### config.mk
export PLATFORM = sky130hd
export DESIGN_NAME = sample_store
export DESIGN_NICKNAME = d
export VERILOG_FILES = /design/src/rtl/sample_store_pkg.sv /design/src/rtl/sample_store_ram.sv /design/src/rtl/sample_store.sv
export SDC_FILE = /design/constraint.sdc
export NUM_CORES = 2
export LEC_CHECK = 0
export CELL_PAD_IN_SITES_DETAIL_PLACEMENT = 0
export CELL_PAD_IN_SITES_GLOBAL_PLACEMENT = 1
export CORE_ASPECT_RATIO = 0.9
export CORE_UTILIZATION = 49
export CTS_CLUSTER_SIZE = 10
export DETAILED_ROUTE_END_ITERATION = 16
export GPL_TIMING_DRIVEN = 0
export PLACE_DENSITY = 0.87
export REMOVE_ABC_BUFFERS = 1
export SLEW_MARGIN = 40
export SYNTH_ARGS = -nofsm -noshare
export SYNTH_HDL_FRONTEND = slang
export SYNTH_SLANG_ARGS = --single-unit
### constraint.sdc
create_clock -name Clk -period 4.3 [get_ports Clk]
set_input_delay 0.645 -clock Clk [delete_from_list [all_inputs] [get_ports Clk]]
set_output_delay 0.645 -clock Clk [all_outputs]
set_load 0.01 [all_outputs]
### src/rtl/sample_store_pkg.sv
// Shared definitions for the sample store: window state encoding and default geometry.
package sample_store_pkg;

    typedef enum logic [1:0] {
        ST_EMPTY   = 2'd0,
        ST_FILLING = 2'd1,
        ST_FULL    = 2'd2
    } store_state_t;

    localparam int DEFAULT_DEPTH = 64;
    localparam int DEFAULT_DW    = 32;

endpackage

### src/rtl/sample_store_ram.sv
// DEPTH x DW storage: one synchronous write port, one asynchronous read port.
module sample_ram #(
    parameter int DEPTH = sample_store_pkg::DEFAULT_DEPTH,
    parameter int DW    = sample_store_pkg::DEFAULT_DW,
    parameter int AW    = $clog2(DEPTH)
) (
    input  logic          Clk,
    input  logic          we,
    input  logic [AW-1:0] waddr,
    input  logic [DW-1:0] wdata,
    input  logic [AW-1:0] raddr,
    output logic [DW-1:0] rdata
);

    logic [DW-1:0] mem [DEPTH];

    always_ff @(posedge Clk) begin
        if (we) begin
            mem[waddr] <= wdata;
        end
    end

    // Zero-latency lookup so the regression block sees data in the cycle it asks.
    assign rdata = mem[raddr];

endmodule

### src/rtl/sample_store.sv
// Circular sample window addressed by absolute sample number, with freeze protection
// of the stored window while a fit is running.
module sample_store
    import sample_store_pkg::*;
#(
    parameter int DEPTH = DEFAULT_DEPTH,
    parameter int DW    = DEFAULT_DW
) (
    input  logic          Clk,
    input  logic          Rst,
    input  logic          in_valid,
    input  logic [DW-1:0] in_data,
    output logic          in_ready,
    input  logic          freeze,
    input  logic [31:0]   index,
    output logic [DW-1:0] value,
    output logic          hit,
    output logic [31:0]   count,
    output logic [31:0]   oldest,
    output logic [15:0]   drop_cnt
);

    localparam int          AW        = $clog2(DEPTH);
    localparam logic [31:0] DEPTH_W   = 32'(DEPTH);
    localparam logic [31:0] COUNT_MAX = 32'hFFFF_FFFF;

    store_state_t  state_reg, state_next;
    logic [31:0]   count_reg, count_next;
    logic [15:0]   drop_reg, drop_next;
    logic          accept;
    logic [DW-1:0] rd_data;

    // Only a write into a full window overwrites history, so only that is blocked.
    assign in_ready = !(freeze && (state_reg == ST_FULL)) && (count_reg != COUNT_MAX);
    assign accept   = in_valid && in_ready;

    always_ff @(posedge Clk) begin
        if (Rst) begin
            state_reg <= ST_EMPTY;
            count_reg <= '0;
            drop_reg  <= '0;
        end else begin
            state_reg <= state_next;
            count_reg <= count_next;
            drop_reg  <= drop_next;
        end
    end

    always_comb begin
        state_next = state_reg;
        count_next = count_reg;
        drop_next  = drop_reg;
        if (accept) begin
            count_next = count_reg + 32'd1;
        end
        if (in_valid && !in_ready && (drop_reg != 16'hFFFF)) begin
            drop_next = drop_reg + 16'd1;
        end
        case (state_reg)
            ST_EMPTY: begin
                if (accept) begin
                    state_next = (DEPTH_W == 32'd1) ? ST_FULL : ST_FILLING;
                end
            end
            ST_FILLING: begin
                if (accept && (count_reg == DEPTH_W - 32'd1)) begin
                    state_next = ST_FULL;
                end
            end
            ST_FULL: begin
                state_next = ST_FULL;
            end
            default: begin
                state_next = ST_EMPTY;
            end
        endcase
    end

    // Reset wins over a simultaneous write so the discarded sample never lands.
    sample_ram #(
        .DEPTH (DEPTH),
        .DW    (DW),
        .AW    (AW)
    ) u_ram (
        .Clk   (Clk),
        .we    (accept && !Rst),
        .waddr (count_reg[AW-1:0]),
        .wdata (in_data),
        .raddr (index[AW-1:0]),
        .rdata (rd_data)
    );

    assign oldest   = (count_reg < DEPTH_W) ? 32'd0 : (count_reg - DEPTH_W);
    assign hit      = (index >= oldest) && (index < count_reg);
    assign value    = hit ? rd_data : '0;
    assign count    = count_reg;
    assign drop_cnt = drop_reg;

endmodule
==> results.txt <==
- Fin util: 59.30%
- Footprint of the flip-flops and latches: 62530 sq um
- Finished Layout Cells: 7247
* Number of warnings issued by yosys: 0
- Setup repair after global routing could not meet its margin everywhere.
- Power after layout: 42.33 mW
- Wire length of the first global-routing pass: 348.5 mm
- Clock tree synthesis found a total of 2098 sinks.
* Core Footprint: 169600 sq um
- Setup Crit Path Kind: reg2out
* Cell Pwr Density: 420.8 nW/um^2
- The worst register-to-register path has a depth of 11.
- Hold timing on the final database bottoms out at a slack of 36.59 ps.
- The initialized floorplan defines 143 standard-cell rows.
- Clock-pin slew was measured on the worst setup and hold paths at 60 ps.
- Post-layout nets: 5091
- At the pin with the least slew margin, the transition time is 1035 ps.
- At the placement stage, the worst setup path has a slack of -2693 ps.
- Counting distinct cell types in the post-synthesis netlist gives 67.
- The synthesized design contains 2048 enable-type register cells.
* Largest net degree at the start of global routing: 79
- The cell area that synthesis handed to floorplanning was 84020 sq um.
- Vias/cell: 6.816
- CTS built an H-tree with a depth of 4.
- Cell taking the most area after synthesis: edfxtp_1
- For this design the static power due to leakage is 32.92 nW.
- Reg2Reg Setup Slack: 150 ps
* Sequential cell area fraction in the yosys report: 74.39%
- Relative slew slack: 30.99%
- The register with the most flip-flops in the layout has 2048 of them.
- Clock insertion delay at the later pin of the skew report: 870 ps
- Max-slew violation count: 0
- Syn Inst Count: 4479
- The routed layout has 49400 vias.
* Number of iterations in the first detailed-routing pass: 6
- Max_cap viols: 0
- The post-route netlist has 23.10% of its cells at a drive strength greater than 1.
- Violations in the final reports: negative setup slack
- Type of the worst min-delay path: in2reg
- After filler insertion, the fill cell instance count of the layout stands at 11470.
- Crit end category: output pin
- Post-Syn Area per Cell: 18.76 sq um
- Worst-path fanout max: 8
- VDD sags by at most 0.3898 mV.
- The multi-input combinational cells in the finished layout cover a total of 21330 sq um.
- Clock tree buffer depth: 3
- Layout area overhead: 19.72%
- Initial detailed-routing violation count: 7582
- Crit path required time: 3650 ps
* Fmax: 175.0 MHz
- Once routing completed, OpenROAD measured the worst setup slack at -1414 ps.
* Area share of the largest cell type after synthesis: 73.19%
* Global route overflow: 0
- Result of the run: finished, violations left
- By count the netlist is led by edfxtp_1 (2048), mux2i_1 (467), mux4_2 (292).
* Wire length per cell: 33.98 um
* Period utilization: 132.9%
- Number of placed cells counting well taps: 6901
- Final setup violation count: 33
- Count of state elements after synthesis: 2098
- For this run, asynchronously set or reset flops after synthesis account for 0%.
* Initial core utilization: 49.54%
- The count of endpoints failing hold in the final timing report is 0.
- Vias in the first global route: 49320
- Subtracting the final worst setup slack from the clock period gives 5714 ps.
- Ys flop type: edfxtp_1
- The congestion estimate from routability-driven global placement came to 0.8378.
- Data arrival time of the worst path: 5070 ps
- In this run the tool buffered the top-level ports with 181 buffer cells.
- All-layer global routing usage: 28.11%
- Count leader, synth: edfxtp_1
* Count of cells along the worst hold path: 1
- For this run, design rule violations remaining after detail routing come to 0.
- Clock tree from TritonCTS: yes
- In this run the count of I/O pins placed on the die edge is 182.
- The clock arrives with 30.32 ps of skew.
- The die covers 173100 sq um.
- The die is 438.5 um wide.
- The worst setup path is launched from a register.
- Detailed-placement wirelength estimate: 147.0 mm
- Clock root buffer: clkbuf_16
* Number of antenna violations at the first check in global routing: 4
- In this run the vertical extent of the chip is 394.8 um.
- Top post-synthesis cells by area: edfxtp_1 (73%), mux4_2 (7.8%), mux2i_1 (5.6%)
* Number of nets with antenna violations after detailed routing: 0
* Num CTS Buffers: 228
* Total Routed Length: 246.3 mm
==> area by class of cell <==
type	instances	share of cell area [%]
tap	2247	2.795
sequential	2098	62.17
multi-input combinational	2056	21.20
clock buffer	262	5.841
timing repair buffer	503	7.476
inverter	65	0.2749
antenna	1	0.002488
clock inverter	15	0.2413
==> where the power goes <==
part | switching (mW) | internal, mW | total [mW]
Clock | 7.57 | 9.49 | 17.1
Combinational | 1.71 | 1.00 | 2.72
Sequential | 0.0432 | 22.5 | 22.6
==> timing repair <==
item	CTS	global route
pin swaps	49	22
hold buffers	3	0
endpoints found under the setup margin	285	36
buffers inserted	46	21
hold endpoints to repair	7	0
resized for setup	258	46
gates cloned	1	0
==> critical path, cell delays in order (launching register included) <==
cell and delay (ps):
dfxtp_4 360, nor4_4 310, buf_4 180, nand4_1 90
buf_4 170, nor2_4 150, nand4b_1 170, xnor2_2 200
or2_4 240, ha_4 270, nand4_1 140, nor3_2 220
nand3_2 180, a311oi_4 310, o21ai_4 180, buf_12 190
buf_12 140, buf_12 140, buf_4 140, nor3_4 240
buf_2 180
==> layer usage <==
layer / up-vias / global-route usage [%] / share of wire (%)
met4: 2 / 13.97 / 5.4
met1: 25010 / 36.09 / 34
met2: 4240 / 44.70 / 47
li1: 19410 / - / -
met5: - / 0 / 0.0077
met3: 740 / 6.966 / 13
==> final timing paths <==
kind	startpoint	to
max reg2reg	count[0]	u_ram.mem[24][13]
max	count[11]	value[6]
min reg2reg	drop_cnt[9]	drop_cnt[9]
min	in_data[29]	u_ram.mem[4][29]
==> cells by family (layout without fill, tap and decap cells) <==
| group | Yosys count | in the layout | share of synthesized area, % |
|---|---|---|---|
| mux | 764 | 764 | 13.46 |
| fa+ha+maj | 71 | 71 | 1.057 |
| other cells | 0 | 1 | 0 |
| xor+xnor | 52 | 52 | 0.5420 |
| flops | 2098 | 2098 | 74.39 |
| buf+inv | 326 | 845 | 1.876 |
| compound gates | 634 | 634 | 5.471 |
| simple gates | 534 | 535 | 3.211 |
==> cells in the final DEF (no fill, tap or decap), types with 96 or more instances in the layout <==
| cell | n |
|---|---|
| a221oi_1 | 155 |
| clkdlybuf4s50_1 | 109 |
| mux2i_1 | 467 |
| clkbuf_16 | 230 |
| a21oi_1 | 96 |
| edfxtp_1 | 2048 |
| mux4_2 | 292 |
| buf_16 | 115 |
| buf_8 | 106 |
==> metrics by stage <==
| step | area (sq um) | setup TNS (ps) |
|---|---|---|
| finish | 100600 | -42910 |
| global route | 100600 | -45930 |
| CTS | 100200 | -41190 |
| detailed placement | 93230 | -133290 |
| global placement | 87310 | -7821420 |
| floorplan | 82690 | -79620 |
No activity file was read; power rests on OpenSTA's default activity.
